**src/rtl/ex_unit.sv**
```systemverilog
// ============================================================================
// Module   : ex_unit
// Brief    : Execute stage with ALU, quick-compare, iterative shifter and
//            valid/ready-handshaked EX/MEM result register.
// Revision : 1.0 - initial release
// ============================================================================
`default_nettype none

module ex_unit #(
    parameter int W  = 32,
    parameter int SW = 5
) (
    input  logic         clk,
    input  logic         reset,
    input  logic         flush,
    input  logic         valid_in,
    output logic         ready_out,
    input  logic [7:0]   ALUsel,
    input  logic [5:0]   QCsel,
    input  logic         UseImm,
    input  logic [W-1:0] rs_data,
    input  logic [W-1:0] rt_data,
    input  logic [W-1:0] imm,
    output logic         valid_out,
    input  logic         ready_in,
    output logic [W-1:0] result,
    output logic         ovf,
    output logic         taken,
    output logic         busy
);

    localparam logic [7:0] SEL_ALU_DC8  = 8'd0;
    localparam logic [7:0] SEL_ALU_ADD  = 8'd1;
    localparam logic [7:0] SEL_ALU_SUB  = 8'd2;
    localparam logic [7:0] SEL_ALU_SLT  = 8'd3;
    localparam logic [7:0] SEL_ALU_SLTU = 8'd4;
    localparam logic [7:0] SEL_ALU_AND  = 8'd5;
    localparam logic [7:0] SEL_ALU_OR   = 8'd6;
    localparam logic [7:0] SEL_ALU_XOR  = 8'd7;
    localparam logic [7:0] SEL_ALU_NOR  = 8'd8;
    localparam logic [7:0] SEL_ALU_SLL  = 8'd9;
    localparam logic [7:0] SEL_ALU_SRL  = 8'd10;
    localparam logic [7:0] SEL_ALU_SRA  = 8'd11;

    localparam logic [5:0] SEL_QC_EQ  = 6'b000001;
    localparam logic [5:0] SEL_QC_NE  = 6'b000010;
    localparam logic [5:0] SEL_QC_LEZ = 6'b000100;
    localparam logic [5:0] SEL_QC_GTZ = 6'b001000;
    localparam logic [5:0] SEL_QC_LTZ = 6'b010000;
    localparam logic [5:0] SEL_QC_GEZ = 6'b100000;

    localparam logic [1:0] SH_LL = 2'd0;
    localparam logic [1:0] SH_RL = 2'd1;
    localparam logic [1:0] SH_RA = 2'd2;

    typedef enum logic [1:0] {
        ST_IDLE  = 2'd0,
        ST_SHIFT = 2'd1,
        ST_HOLD  = 2'd2
    } state_t;

    state_t        state_q;
    logic [W-1:0]  result_q;
    logic          ovf_q, taken_q, valid_q, busy_q;
    logic [SW-1:0] cnt_q;
    logic [1:0]    shkind_q;

    logic [W-1:0]  opb_w, sum_w, diff_w, alu_res_w, shifted_w;
    logic [SW-1:0] shamt_w;
    logic          alu_ovf_w, is_shift_w, qc_w, accept_w;
    logic [1:0]    shkind_w;

    assign ready_out = ~reset & ~flush &
                       ((state_q == ST_IDLE) | ((state_q == ST_HOLD) & ready_in));
    assign accept_w  = valid_in & ready_out;

    assign opb_w   = UseImm ? imm : rt_data;
    assign shamt_w = UseImm ? imm[6 +: SW] : rs_data[SW-1:0];
    assign sum_w   = rs_data + opb_w;
    assign diff_w  = rs_data - opb_w;

    always_comb begin
        alu_res_w  = '0;
        alu_ovf_w  = 1'b0;
        is_shift_w = 1'b0;
        shkind_w   = SH_LL;
        case (ALUsel)
            SEL_ALU_ADD: begin
                alu_res_w = sum_w;
                alu_ovf_w = (rs_data[W-1] == opb_w[W-1]) & (sum_w[W-1] != rs_data[W-1]);
            end
            SEL_ALU_SUB: begin
                alu_res_w = diff_w;
                alu_ovf_w = (rs_data[W-1] != opb_w[W-1]) & (diff_w[W-1] != rs_data[W-1]);
            end
            SEL_ALU_SLT:  alu_res_w = {{(W-1){1'b0}}, $signed(rs_data) < $signed(opb_w)};
            SEL_ALU_SLTU: alu_res_w = {{(W-1){1'b0}}, rs_data < opb_w};
            SEL_ALU_AND:  alu_res_w = rs_data & opb_w;
            SEL_ALU_OR:   alu_res_w = rs_data | opb_w;
            SEL_ALU_XOR:  alu_res_w = rs_data ^ opb_w;
            SEL_ALU_NOR:  alu_res_w = ~(rs_data | opb_w);
            SEL_ALU_SLL:  begin is_shift_w = 1'b1; shkind_w = SH_LL; end
            SEL_ALU_SRL:  begin is_shift_w = 1'b1; shkind_w = SH_RL; end
            SEL_ALU_SRA:  begin is_shift_w = 1'b1; shkind_w = SH_RA; end
            SEL_ALU_DC8:  alu_res_w = '0;
            default:      alu_res_w = '0;
        endcase
    end

    always_comb begin
        qc_w = 1'b0;
        case (QCsel)
            SEL_QC_EQ:  qc_w = (rs_data == rt_data);
            SEL_QC_NE:  qc_w = (rs_data != rt_data);
            SEL_QC_LEZ: qc_w = rs_data[W-1] | (rs_data == '0);
            SEL_QC_GTZ: qc_w = ~rs_data[W-1] & (rs_data != '0);
            SEL_QC_LTZ: qc_w = rs_data[W-1];
            SEL_QC_GEZ: qc_w = ~rs_data[W-1];
            default:    qc_w = 1'b0;
        endcase
    end

    // The result register doubles as the shift register while in SHIFT.
    always_comb begin
        shifted_w = {result_q[W-2:0], 1'b0};
        if (shkind_q == SH_RL) shifted_w = {1'b0, result_q[W-1:1]};
        if (shkind_q == SH_RA) shifted_w = {result_q[W-1], result_q[W-1:1]};
    end

    always_ff @(posedge clk) begin
        if (reset || flush) begin
            state_q  <= ST_IDLE;
            result_q <= '0;
            ovf_q    <= 1'b0;
            taken_q  <= 1'b0;
            valid_q  <= 1'b0;
            busy_q   <= 1'b0;
            cnt_q    <= '0;
            shkind_q <= SH_LL;
        end else begin
            case (state_q)
                ST_IDLE, ST_HOLD: begin
                    if (accept_w) begin
                        taken_q <= qc_w;
                        if (is_shift_w) begin
                            result_q <= rt_data;
                            ovf_q    <= 1'b0;
                            cnt_q    <= shamt_w;
                            shkind_q <= shkind_w;
                            if (shamt_w == '0) begin
                                state_q <= ST_HOLD;
                                valid_q <= 1'b1;
                                busy_q  <= 1'b0;
                            end else begin
                                state_q <= ST_SHIFT;
                                valid_q <= 1'b0;
                                busy_q  <= 1'b1;
                            end
                        end else begin
                            result_q <= alu_res_w;
                            ovf_q    <= alu_ovf_w;
                            state_q  <= ST_HOLD;
                            valid_q  <= 1'b1;
                            busy_q   <= 1'b0;
                        end
                    end else if ((state_q == ST_HOLD) && ready_in) begin
                        state_q <= ST_IDLE;
                        valid_q <= 1'b0;
                    end
                end
                ST_SHIFT: begin
                    result_q <= shifted_w;
                    cnt_q    <= cnt_q - SW'(1);
                    if (cnt_q == SW'(1)) begin
                        state_q <= ST_HOLD;
                        valid_q <= 1'b1;
                        busy_q  <= 1'b0;
                    end
                end
                default: state_q <= ST_IDLE;
            endcase
        end
    end

    assign result    = result_q;
    assign ovf       = ovf_q;
    assign taken     = taken_q;
    assign valid_out = valid_q;
    assign busy      = busy_q;

endmodule

`default_nettype wire

```
**config.mk**
```make
export PLATFORM = sky130hd
export DESIGN_NAME = ex_unit
export DESIGN_NICKNAME = d
export VERILOG_FILES = /design/src/rtl/ex_unit.sv
export SDC_FILE = /design/constraint.sdc
export NUM_CORES = 1
export LEC_CHECK = 0
export ABC_AREA = 0
export CAP_MARGIN = 10
export CORE_MARGIN = 1
export CORE_UTILIZATION = 55
export DETAILED_ROUTE_END_ITERATION = 8
export PLACE_DENSITY = 0.8
export SETUP_SLACK_MARGIN = 0.05
export SYNTH_ARGS = -nofsm -noshare
export SYNTH_HDL_FRONTEND = slang
export SYNTH_SLANG_ARGS = --single-unit
```
**constraint.sdc**
```tcl
create_clock -name clk -period 4.6 [get_ports clk]
set_input_delay 0.46 -clock clk [delete_from_list [all_inputs] [get_ports clk]]
set_output_delay 0.46 -clock clk [all_outputs]
set_load 0.01 [all_outputs]
```
* Word level (Yosys, flattened, before mapping)
Index checks and enable logic that the tools add are counted.
** Storage, ports and cells
- Flip-flop bits (word level) :: 45
- Input bits :: 116
- Output and inout bits :: 37
- Word-level logic and storage cells :: 113
** Operators by class
- Add/subtract/negate cells :: 3
- $lt $le $gt $ge :: 2
- Equality and inequality tests :: 33
- Muxes and demuxes :: 33
- Bitwise gates (word level) :: 16
- Reductions and logical operators :: 17
** Operators by type and width (count)
- 32-bit one-hot mux with 8 select lines :: 1
- 32-bit two-way mux :: 5
- 32-bit < comparator :: 2
- 32-bit one-hot mux with 2 select lines :: 1
- 32-bit adder :: 1
- 32-bit bitwise AND :: 1
- 32-bit == test :: 1
- 8-bit by 3-bit == test with 1-bit output (second input constant) :: 4
- 8-bit by 4-bit == test with 1-bit output (second input constant) :: 4
- 32-bit zero test :: 1
- 32-bit inequality test :: 1
- 32-bit inverter :: 1
- 32-bit OR :: 1
- 32-bit nonzero test :: 1
- 32-bit subtractor :: 1
- 32-bit XOR :: 1
- 8-bit by 2-bit == test with 1-bit output (second input constant) :: 2
- 5-bit two-way mux :: 3
- 3-bit AND reduction :: 5
- 1-bit two-way mux :: 11
- 2-bit two-way mux :: 5
- 5-bit one-hot mux with 2 select lines :: 1
- 8-bit by 1-bit == test with 1-bit output (second input constant) :: 1
- 2-bit inequality test (second input constant) :: 4
- other kinds (27) :: 45

* Longest topological paths before layout
- Depth after elaboration :: 7
- Mapped depth :: 15
- Gate-level depth less buffers :: 14

* Worst setup path after synthesis
No wires, ideal clock.
- Kind :: input port to flip-flop
- Start :: input port UseImm
- End :: register result_q[16] (netlist: result[16])
- Setup time :: 0.133 ns
- Arrival :: 3.673 ns
- Data required time :: 4.467 ns
- Slack :: 0.794 ns
- Cell stages on the path :: 14
- Path buffers :: 2
- Cells stage by stage :: buf_1 > buf_1 > mux2i_1 > inv_1 > fa_1 > a21o_1 > a221o_2 > a31oi_4 > o21ai_0 > a31oi_1 > mux2i_1 > nor2_1 > a21oi_1 > nor3_2
** Between the ends
- Word-level cells in the longest chain between the ends :: 7
- Elaborated cells on any way between the ends :: 11
- Classes of those cells :: add/sub: 2; mux: 5; bitwise: 4
** RTL lines
- start: declaration :: line 20 : input logic UseImm,
- 32-bit two-way mux (*) :: line 77 : assign opb_w = UseImm ? imm : rt_data;
- parallel branches: the longest is 2 deep, another holds 32-bit subtractor
- 32-bit one-hot mux with 8 select lines (*) :: line 87 : case (ALUsel)
- 32-bit two-way mux (*) :: line 145 : if (is_shift_w) begin
- 32-bit two-way mux (*) :: line 143 : if (accept_w) begin
- 32-bit one-hot mux with 2 select lines (*) :: line 141 : case (state_q)
- end signal: assignment :: line 146 : result_q <= rt_data;
- end signal: assignment :: line 160 : result_q <= alu_res_w;
- end signal: assignment :: line 172 : result_q <= shifted_w;
- end: declaration :: line 63 : logic [W-1:0] result_q;
Mark *: on every way between the ends. The select of a mux whose other input is x is not followed.
A chain may end at the register's enable or synchronous reset.

* Final worst setup path
- Start :: input port UseImm
- End :: register result_q[24] (netlist: result[24])
Same word-level chain as after synthesis.

==> flow_results.xml <==
<?xml version="1.0" encoding="UTF-8"?>
<metrics>
  <group name="floorplan">
    <metric name="die_width" unit="um">131</metric>
    <metric name="die_h" unit="um">131</metric>
    <metric name="start_util" unit="%">56.8</metric>
    <metric name="design.die.area" unit="um^2">17000</metric>
    <metric name="fp.coreArea" unit="um^2">16000</metric>
    <metric name="ioPinCount" unit="">153</metric>
    <metric name="row_count" unit="">46</metric>
  </group>
  <group name="clocking">
    <metric name="clock_tree.root_cell" unit="">sky130_fd_sc_hd__clkbuf_16</metric>
    <metric name="clk_latency" unit="ns">0.31</metric>
    <metric name="buffers_inserted_by_post_cts_timing_repair" unit="">0</metric>
    <metric name="cts-htree-levels" unit="">2</metric>
    <metric name="cts_buffers" unit="">5</metric>
    <metric name="cts_buffer_depth" unit="">2</metric>
    <metric name="cts_tree" unit="">yes</metric>
    <metric name="cts.hold.buffers_added" unit="">0</metric>
    <metric name="cts_resized" unit="">0</metric>
    <metric name="clock_sinks" unit="">45</metric>
    <metric name="clk_pin_slew" unit="ns">0.08</metric>
  </group>
  <group name="power">
    <metric name="power_per_unit_of_standard_cell_area" unit="nW/um^2">171</metric>
    <metric name="leakage_power" unit="uW">0.00443</metric>
    <metric name="maximum_resistive_drop_on_vdd" unit="V">0.000157</metric>
    <metric name="total_power" unit="uW">1890</metric>
  </group>
  <group name="finish">
    <metric name="layout_commonest_cell" unit="">sky130_fd_sc_hd__clkdlybuf4s50_1</metric>
    <metric name="layout.nets" unit="">1651</metric>
    <metric name="layout.cells.most_common_list" unit="">sky130_fd_sc_hd__clkdlybuf4s50_1, sky130_fd_sc_hd__nand2_1, sky130_fd_sc_hd__a21oi_1, sky130_fd_sc_hd__ha_1, sky130_fd_sc_hd__inv_1</metric>
    <metric name="share_of_the_core_filled_with_cells" unit="%">69.1</metric>
    <metric name="drive_above_1_share" unit="%">7.00</metric>
    <metric name="area_delta_synth_final" unit="%">21.7</metric>
    <metric name="final_cells" unit="">1646</metric>
    <metric name="num-fill-cells" unit="">1411</metric>
  </group>
  <group name="sta">
    <metric name="skew" unit="ns">0.00906</metric>
    <metric name="final_period_minus_worst_setup_slack" unit="ns">4.25</metric>
    <metric name="least_margin_pin_slew" unit="ns">1.16</metric>
    <metric name="timing.final.hold_violations" unit="">0</metric>
    <metric name="remaining_max_slew_budget_at_the_tightest_pin" unit="%">21.0</metric>
    <metric name="setup-tns-final" unit="ns">0</metric>
    <metric name="final-max-slew-violation-count" unit="">0</metric>
    <metric name="holdWs" unit="ns">0.466</metric>
    <metric name="period_share" unit="%">92.4</metric>
    <metric name="fmaxAchievable" unit="GHz">0.235</metric>
    <metric name="setup_violations_final" unit="">0</metric>
    <metric name="setup_repair_after_global_routing_missed_its_margin" unit="">no</metric>
  </group>
  <group name="critical_path">
    <metric name="worst-setup-path-type" unit="">input port to flip-flop</metric>
    <metric name="timing.critical_path.cells" unit="">buf_2 -&gt; buf_12 -&gt; mux2i_1 -&gt; ha_1 -&gt; buf_4 -&gt; nor4_1 -&gt; o211ai_1 -&gt; nand3_1 -&gt; a221o_1 -&gt; a221o_1 -&gt; a21oi_1 -&gt; a221o_1 -&gt; a21oi_1 -&gt; o32ai_1</metric>
    <metric name="timing.critical_path.from_type" unit="">input port</metric>
    <metric name="critical_path_peak_fanout" unit="">17</metric>
    <metric name="cp-end-kind" unit="">flip-flop</metric>
    <metric name="cp_common_cell" unit="">sky130_fd_sc_hd__a221o_1</metric>
    <metric name="timing.critical_path.slowest_cell_delay" unit="ns">0.63</metric>
    <metric name="timing.critical_path.arrival" unit="ns">4.42</metric>
    <metric name="critPathSlowestCell" unit="">sky130_fd_sc_hd__nor4_1</metric>
    <metric name="worst_r2r_path_depth" unit="">10</metric>
    <metric name="required" unit="ns">4.77</metric>
  </group>
  <group name="grt">
    <metric name="globalRoute.totalOverflow" unit="">0</metric>
    <metric name="grt_antenna_before_repair" unit="">2</metric>
    <metric name="grtUsageTotal" unit="%">47.8</metric>
    <metric name="pin_count_of_the_biggest_net_entering_global_routing" unit="">61</metric>
    <metric name="first_pass_grt_wire_length" unit="um">61500</metric>
    <metric name="first_global_vias" unit="">10800</metric>
  </group>
  <group name="route">
    <metric name="detailroute.via_count" unit="">11500</metric>
    <metric name="routed_wirelength" unit="um">40700</metric>
    <metric name="drt_iter0_markers" unit="">1540</metric>
    <metric name="drc" unit="">0</metric>
    <metric name="drt-pass1-iter-count" unit="">7</metric>
    <metric name="detail-route-antenna-nets" unit="">0</metric>
    <metric name="viasPerCell" unit="">6.96</metric>
    <metric name="wl_per_cell" unit="um">24.7</metric>
  </group>
  <group name="synth">
    <metric name="syn_area" unit="um^2">9090</metric>
    <metric name="synth.net_count" unit="">1529</metric>
    <metric name="synth-edff-count" unit="">0</metric>
    <metric name="primary_flip_flop_cell_chosen_by_synthesis_mapping" unit="">sky130_fd_sc_hd__dfxtp_1</metric>
    <metric name="avgSynthCellArea" unit="um^2">6.96</metric>
    <metric name="syn-instance-count" unit="">1306</metric>
    <metric name="warnings_from_yosys" unit="">0</metric>
    <metric name="seq_area_frac_synth" unit="%">9.91</metric>
    <metric name="fraction_of_registers_with_async_set_reset" unit="%">0</metric>
    <metric name="synthDistinctLibCells" unit="">86</metric>
    <metric name="synth_seq_cells" unit="">45</metric>
  </group>
  <group name="status">
    <metric name="outcome" unit="">complete, no violations</metric>
  </group>
  <group name="hold_path">
    <metric name="min-delay-path-class" unit="">flip-flop to flip-flop</metric>
    <metric name="min_path_cells" unit="">2</metric>
  </group>
  <group name="job">
    <metric name="maxCapViolations" unit="">0</metric>
  </group>
  <group name="placement">
    <metric name="gp_congestion" unit="">1.08</metric>
    <metric name="port_buffers" unit="">152</metric>
    <metric name="dpl.cell_count" unit="">1636</metric>
    <metric name="hpwlAfterDp" unit="um">31800</metric>
  </group>
</metrics>
layer usage:
metal / wire length, um / global-route usage, %
met1: 15000 / 55.6
met2: 17800 / 75.2
met3: 4710 / 13.0
met4: 3260 / 35.4
met5: 0 / 0
path summary, 6_finish.rpt:
kind,from,endpoint,slack [ns]
setup / recovery,UseImm,result[24],0.35
hold / removal,valid_out,valid_out,0.47
setup reg to reg,state_q[1],result[21],1.78
hold reg to reg,valid_out,valid_out,0.47
registers in the layout (all words and copies together) (netlist names):
register	count
valid_out	1
shkind_q	2
result	32
state_q	2
cnt_q	5
busy	1
taken	1
ovf	1
final cells by class:
class                   instances  area, um^2  share of cell area, %
well taps                     216         270                   2.44
clock inverters                 3        25.0                  0.226
clock buffers                   5         125                   1.13
diodes                          1        2.50                 0.0226
repair buffers                201        1910                   17.3
inverters                     103         387                   3.50
multi-input cells            1072        7440                   67.3
flip-flops and latches         45         901                   8.14
report_power, final:
part           internal, uW  leakage, uW  switching (uW)
clock network           206    0.0000708             187
logic                   406      0.00399             685
registers               396     0.000364            8.70
worst max-delay path, delay by kind of cell:
kind	cells	cell delay, ns
AO/OA/AOI/OAI	7	1.57
AND/OR/NAND/NOR	2	0.82
multiplexers	1	0.43
buffers and inverters	3	0.78
adder cells (fa/ha/maj)	1	0.35
through the flow:
stage / instance area [um^2] / worst slack, ns
after floorplan: 9090 / 0.794
after global placement: 10900 / 0.247
after detailed placement: 10900 / 0.241
after CTS: 11000 / 0.528
after global routing: 11100 / 0.179
final: 11100 / 0.350
cells in the mapped netlist (all sizes together), types with 20 or more instances:
cell type / instances / area share, %
buf: 39 / 2.3
a2111oi: 20 / 2.3
mux2i: 63 / 6.9
a21oi: 122 / 6.7
nand3: 39 / 2.1
nor3: 40 / 2.5
ha: 105 / 14
inv: 102 / 4.2
nor2b: 20 / 1.4
nand2: 141 / 5.8
dfxtp: 45 / 9.9
nor2: 93 / 4.1
nor4: 33 / 2.3
clkbuf: 47 / 1.9
xor2: 33 / 3.2
o311ai: 25 / 2.6
o21ai: 80 / 4.4
logic make-up after synthesis:
logic type      Yosys count  share of synthesized area [%]
xor+xnor                 41                           3.95
fa+ha+maj               107                           14.9
compound gates          435                           33.1
flops                    45                           9.91
mux                      63                           6.94
buf+inv                 189                           8.54
simple gates            426                           22.7
Power figures use the tool's default switching activity.
